--- config.mk ---
export PLATFORM = sky130hd
export DESIGN_NAME = unary_stream_encoder
export DESIGN_NICKNAME = d
export VERILOG_FILES = /design/src/rtl/unary_stream_encoder.sv
export SDC_FILE = /design/constraint.sdc
export NUM_CORES = 1
export LEC_CHECK = 0
export CAP_MARGIN = 25
export CORE_ASPECT_RATIO = 0.9
export CORE_MARGIN = 1
export CORE_UTILIZATION = 50
export DETAILED_ROUTE_END_ITERATION = 10
export PLACE_DENSITY = 0.74
export SETUP_SLACK_MARGIN = 0.2
export SYNTH_ARGS = -nofsm -noshare
export SYNTH_HDL_FRONTEND = slang
export SYNTH_SLANG_ARGS = --single-unit
--- constraint.sdc ---
create_clock -name clk -period 1.6 [get_ports clk]
set_input_delay 0.24 -clock clk [delete_from_list [all_inputs] [get_ports clk]]
set_output_delay 0.24 -clock clk [all_outputs]
set_load 0.02 [all_outputs]
--- src/rtl/unary_stream_encoder.sv ---
// Binary-to-unary source stage feeding one operand of the unary multiplier.
// Accepts a magnitude over a valid/ready handshake, then emits INPUT_WIDTH
// serial bits whose count of ones equals the (saturated) magnitude, either in
// thermometer order (ones first) or spread evenly with a Bresenham accumulator.
module unary_stream_encoder #(
    parameter int unsigned INPUT_WIDTH = 32,
    parameter int unsigned COUNT_WIDTH = $clog2(INPUT_WIDTH + 1)
) (
    input  logic                   clk,
    input  logic                   reset,
    input  logic [COUNT_WIDTH-1:0] in_value,
    input  logic                   in_mode,
    input  logic                   in_valid,
    output logic                   in_ready,
    input  logic                   enable,
    output logic                   bit_out,
    output logic                   bit_valid,
    output logic                   busy,
    output logic                   done
);

    // FSM encoding
    localparam logic [1:0] StIdle   = 2'd0;
    localparam logic [1:0] StStream = 2'd1;
    localparam logic [1:0] StDone   = 2'd2;

    localparam logic [COUNT_WIDTH-1:0] FullScale    = COUNT_WIDTH'(INPUT_WIDTH);
    localparam logic [COUNT_WIDTH-1:0] LastIdx      = COUNT_WIDTH'(INPUT_WIDTH - 1);
    localparam logic [COUNT_WIDTH:0]   FullScaleExt = (COUNT_WIDTH + 1)'(INPUT_WIDTH);

    logic [1:0]             state_q, state_d;
    logic [COUNT_WIDTH-1:0] val_q, val_d;
    logic                   mode_q, mode_d;
    logic [COUNT_WIDTH-1:0] cnt_q, cnt_d;
    logic [COUNT_WIDTH-1:0] acc_q, acc_d;
    logic                   bit_out_q, bit_out_d;
    logic                   bit_valid_q, bit_valid_d;
    logic                   done_q, done_d;

    logic [COUNT_WIDTH-1:0] val_sat;
    logic [COUNT_WIDTH:0]   spread_sum;
    logic [COUNT_WIDTH:0]   spread_rem;
    logic                   spread_bit;
    logic                   therm_bit;

    // Saturate the incoming magnitude and evaluate both bit rules for index cnt
    always_comb begin
        val_sat    = (in_value > FullScale) ? FullScale : in_value;
        therm_bit  = (cnt_q < val_q);
        // One extra bit so acc + val cannot wrap before the compare
        spread_sum = {1'b0, acc_q} + {1'b0, val_q};
        spread_bit = (spread_sum >= FullScaleExt);
        spread_rem = spread_bit ? (spread_sum - FullScaleExt) : spread_sum;
    end

    // Next-state logic for the handshake / stream / done sequence
    always_comb begin
        state_d     = state_q;
        val_d       = val_q;
        mode_d      = mode_q;
        cnt_d       = cnt_q;
        acc_d       = acc_q;
        bit_out_d   = 1'b0;
        bit_valid_d = 1'b0;
        done_d      = 1'b0;

        case (state_q)
            StIdle: begin
                if (in_valid) begin
                    val_d   = val_sat;
                    mode_d  = in_mode;
                    cnt_d   = '0;
                    acc_d   = '0;
                    state_d = StStream;
                end
            end
            StStream: begin
                // Stalled edges emit nothing and freeze the index and accumulator
                if (enable) begin
                    bit_out_d   = mode_q ? spread_bit : therm_bit;
                    bit_valid_d = 1'b1;
                    cnt_d       = cnt_q + COUNT_WIDTH'(1);
                    if (mode_q) begin
                        // Remainder is always below INPUT_WIDTH, so it fits
                        acc_d = spread_rem[COUNT_WIDTH-1:0];
                    end
                    if (cnt_q == LastIdx) begin
                        state_d = StDone;
                    end
                end
            end
            StDone: begin
                done_d  = 1'b1;
                state_d = StIdle;
            end
            default: begin
                state_d = StIdle;
            end
        endcase
    end

    // State and registered outputs, cleared asynchronously
    always_ff @(posedge clk or posedge reset) begin
        if (reset) begin
            state_q     <= StIdle;
            val_q       <= '0;
            mode_q      <= 1'b0;
            cnt_q       <= '0;
            acc_q       <= '0;
            bit_out_q   <= 1'b0;
            bit_valid_q <= 1'b0;
            done_q      <= 1'b0;
        end else begin
            state_q     <= state_d;
            val_q       <= val_d;
            mode_q      <= mode_d;
            cnt_q       <= cnt_d;
            acc_q       <= acc_d;
            bit_out_q   <= bit_out_d;
            bit_valid_q <= bit_valid_d;
            done_q      <= done_d;
        end
    end

    // Handshake and status flags decode straight from the state
    always_comb begin
        in_ready  = (state_q == StIdle);
        busy      = (state_q != StIdle);
        bit_out   = bit_out_q;
        bit_valid = bit_valid_q;
        done      = done_q;
    end

endmodule
[Word-level counts from Yosys, hierarchy flattened]
Cells that the tools add are included.
Operators by class
  add/subtract/negate cells: 3
  magnitude comparators: 3
  equal/unequal tests: 7
  mux-type cells: 18
  reductions and logical operators: 7
Operators by type and width (number)
  $mux 6: 6
  $pmux 6 s2: 2
  $ne 2x2->1 const B: 4
  $add 6x6->7: 1
  $ge 7x6->1 const B: 1
  $add 6x1->6 const B: 1
  $eq 6x5->1 const B: 1
  $gt 6x6->1 const B: 1
  $lt 6x6->1: 1
  $mux 1: 6
  $mux 2: 3
  $reduce_and 3->1: 2
  $sub 6x6->6 const B: 1
  $pmux 2 s2: 1
  $reduce_and 4->1: 1
  $reduce_bool 2->1: 2
  $eq 2x1->1 const B: 1
  $eq 2x2->1 const B: 1
  $logic_not 2->1: 1
  $reduce_and 2->1: 1
Word-level totals
  flip-flop bits (word level): 24
  output and inout bits: 5

[Logic depth before layout (Yosys ltp)]
  depth after elaboration: 6
  mapped depth: 6

[Worst setup path before layout]
No wires, ideal clock.
  path kind: register to register
  start: register val_q[0]
  end: register bit_out_q (netlist: bit_out)
  arrival: 1.582 ns
  required time: 1.471 ns
  slack: -0.111 ns
  stages on the path, launching flop included: 7
  clock period less this slack: 1.711 ns
  cells stage by stage: dfrtp_1 -> ha_1 -> fa_1 -> a211oi_1 -> o21ai_0 -> or3b_1 -> nand3_1
Between the ends
  word-level cells in the longest chain between the ends: 5
  elaborated cells between the ends (all ways): 6
  classes of those cells: add/sub: 1; order compare: 2; mux: 3
Ends and longest elaborated chain
  start: declaration: RTL line 32  | logic [COUNT_WIDTH-1:0] val_q, val_d;
  start signal: assignment: RTL line 115  | val_q <= val_d;
  $add 6x6->7: RTL line 51  | spread_sum = {1'b0, acc_q} + {1'b0, val_q};
  $ge 7x6->1: RTL line 52  | spread_bit = (spread_sum >= FullScaleExt);
  $mux 1 *: RTL line 80  | bit_out_d = mode_q ? spread_bit : therm_bit;
  $mux 1 *: RTL line 79  | if (enable) begin
  $mux 1 *: RTL line 67  | case (state_q)
  via bit_out_d: RTL line 36  | logic bit_out_q, bit_out_d;
  end signal: assignment: RTL line 119  | bit_out_q <= bit_out_d;
  end: declaration: RTL line 36
The timed path passes the listed nets; every way through them passes the cells marked *.
A chain may end at the register's enable or synchronous reset.

[Worst setup path in the final report]
  start: register val_q[1]
  end: register bit_out_q (netlist: bit_out)
Same word-level chain as after synthesis.

==> flow_metrics.env <==
export IMPL_cts_htree_levels=1
export IMPL_syn_to_final_growth_pct=32.74
export IMPL_tritoncts="done"
export IMPL_hpwlAfterDp_microns=2379
export IMPL_yosys_register_bits=24
export IMPL_syn_inst=147
export IMPL_status="finished with violations"
export IMPL_grt_overflow_total=0
export IMPL_nNetsFinal=210
export IMPL_n_antenna_cell=0
export IMPL_grt_use_met1_pct=31.39
export IMPL_grt_pass1_vias=1224
export IMPL_initial_core_util_pct=55.25
export IMPL_required_ns=1.80
export IMPL_dieArea_sq_um=3037
export IMPL_grt_pass1_wl_microns=5416
export IMPL_synth_edf_count=0
export IMPL_vias=1223
export IMPL_detail_route_wl_per_cell_microns=15.52
export IMPL_clkSinkCount=24
export IMPL_grt_util_all_layers_pct=24.27
export IMPL_antenna_found_initial=0
export IMPL_yosys_warnings=0
export IMPL_synth_area_leader_cell="dfrtp_1"
export IMPL_grtUsageMet2_pct=40.61
export IMPL_critPathMaxFanout=2
export IMPL_syn_area_sq_um=1410
export IMPL_post_route_cells_drive_above_1_share_pct=25.95
export IMPL_layout_common_cells="24 x dfrtp_1, 19 x buf_4, 18 x nand2_1"
export IMPL_ys_top_cells_by_area="dfrtp_1 43%, ha_1 11%, o21ai_0 6.4%"
export IMPL_drcViolationCount=0
export IMPL_start_kind="register"
export IMPL_critPathKind="reg2reg"
export IMPL_path_clk_slew_ns=0.14
export IMPL_ios=16
export IMPL_setup_viol=3
export IMPL_instances_no_fill=213
export IMPL_rows=17
export IMPL_via_per_inst=5.742
export IMPL_synth_fp_nets=171
export IMPL_syn_avg_cell_area_sq_um=9.593
export IMPL_p_leak_nw=0.8785
export IMPL_ant_nets=0
export IMPL_rsz0062_at_grt="true"
export IMPL_finalMaxSlewViolations=0
export IMPL_core_area_sq_um=2552
export IMPL_violations="setup timing"
export IMPL_clockRootBuffer="clkbuf_4"
export IMPL_grt_max_degree=25
export IMPL_drt_iter0_drc=50
export IMPL_period_minus_slack_ns=1.714
export IMPL_power_density_nw_per_um2=1865
export IMPL_min_path_type="in2async"
export IMPL_grt_busiest_layer="met2"
export IMPL_dp_cells=204
export IMPL_cp_end_kind="register"
export IMPL_grt_util_met3_pct=5.679
export IMPL_yosysTopAreaCellShare_pct=42.59
export IMPL_fin_ws_ns=-0.1144
export IMPL_hold_viol_final=0
export IMPL_worstMarginPinSlew_ns=0.3198
export IMPL_first_pass_iters=4
export IMPL_synth_distinct_cells=35
export IMPL_whs_ns=0.2474
export IMPL_die_y_microns=52.38
export IMPL_gp_congestion=0.8098
export IMPL_async_flop_share_pct=100.0
export IMPL_arrival_ns=1.91
export IMPL_insertion_delay_ns=0.33
export IMPL_clockBufferDepth=2
export IMPL_clock_skew_ns=0.01623
export IMPL_ys_seq_area_share_pct=42.59
export IMPL_die_x_microns=57.98
export IMPL_max_freq_mhz=583.3
export IMPL_relSlewSlack_pct=78.13
export IMPL_peakVddDrop_mv=0.8784
export IMPL_numCtsBuffers=3
export IMPL_port_buffers=15
export IMPL_holdBufCountCts=0
export IMPL_drt_wl_total_microns=3306
export IMPL_synth_top_flop_cell="dfrtp_1"
export IMPL_finalCritPeriodShare_pct=107.2
export IMPL_layout_commonest_cell="dfrtp_1"
export IMPL_maxCapViolCount=0
[through the flow]
stage          setup TNS, ns  setup slack (ns)  instance area [sq um]  power [mW]  utilization [%]
3_5_place_dp         -0.5840           -0.1489                   1715       2.827            67.21
4_1_cts              -0.3802           -0.1450                   1799       3.292            70.49
6_report             -0.2774           -0.1144                   1872       3.492            73.33
2_1_floorplan              0          0.006931                   1428       2.197                -
5_1_grt              -0.4711           -0.1899                   1872       3.789            73.33
3_3_place_gp         -0.3106           -0.1062                   1715       2.741            67.21
[layout make-up]
cell class	count	area, sq um
Multi-Input combinational cell	109	829.5
Fill cell	187	680.7
Sequential cell	24	600.6
Timing Repair Buffer	38	330.3
Inverter	10	40.04
Clock buffer	4	36.28
Tap cell	28	35.03
[final timing paths]
kind                       slack, ns                  from  depth (start not counted)              endpoint
max in group asynchronous       1.09                 reset                          3     bit_out$_DFF_PP0_
max                            -0.11  val_q[1]$_DFFE_PP0P_                          6     bit_out$_DFF_PP0_
min                             0.25                 reset                          3  cnt_q[1]$_DFFE_PP0P_
max reg2reg                    -0.11  val_q[1]$_DFFE_PP0P_                          6     bit_out$_DFF_PP0_
min in group clk                0.45               in_mode                          3    mode_q$_DFFE_PP0P_
min reg2reg                     0.51  acc_q[4]$_DFFE_PP0P_                          2  acc_q[4]$_DFFE_PP0P_
[power by group]
| group | internal (mW) | leakage [nW] | switching, mW |
|---|---|---|---|
| Clock | 0.139 | 0.0210 | 0.187 |
| Sequential | 0.836 | 0.293 | 0.216 |
| Combinational | 1.08 | 0.564 | 1.04 |
| Total | 2.05 | 0.878 | 1.44 |
[sequential cells by signal (all words and copies together) (netlist names)]
signal     flops
bit_out        1
bit_valid      1
cnt_q          6
mode_q         1
acc_q          6
val_q          6
done           1
state_q        2
[timing repair]
item                                   4_1_cts  5_1_grt
setup endpoints to repair                   12       10
endpoints found under the hold margin        0        0
gates resized for setup                     23       12
pin swaps                                    9        6
buffers inserted                             2        3
gates cloned                                 0        0
[metal layers]
| metal | wire (microns) | vias up |
|---|---|---|
| met3 | 155 | 10 |
| met2 | 1537 | 39 |
| met4 | 68 | 0 |
| met1 | 1544 | 585 |
| met5 | 0 | - |
| li1 | - | 589 |
[cell families (layout without fill, tap and decap cells)]
logic type | count (synthesis) | count (layout) | share of synthesized area [%]
compound gates | 37 | 37 | 16.86
buf+inv | 14 | 52 | 5.057
xor+xnor | 5 | 5 | 3.106
fa+ha+maj | 13 | 13 | 12.07
flops | 24 | 24 | 42.59
simple gates | 54 | 54 | 20.32
[synthesized netlist by cell type (2+ instances only)]
| cell | number |
|---|---|
| nand2b_1 | 3 |
| a21o_1 | 5 |
| xor2_1 | 3 |
| buf_6 | 2 |
| nor2b_1 | 3 |
| nand3b_1 | 5 |
| inv_1 | 9 |
| ha_1 | 12 |
| nand3_1 | 5 |
| nor2_1 | 9 |
| xnor2_1 | 2 |
| buf_2 | 2 |
| a211oi_1 | 4 |
| or3b_1 | 2 |
| a31oi_1 | 2 |
| nand4_1 | 2 |
| nand2_1 | 19 |
| o21ai_0 | 18 |
| dfrtp_1 | 24 |
[worst max-delay path, stage by stage (launching register included)]
cell      delay [ns]
dfrtp_1         0.44
buf_6           0.14
fa_2            0.39
a211oi_2        0.24
o21ai_1         0.09
or3b_1          0.20
nand3_2         0.09
Power figures use the tool's default switching activity.
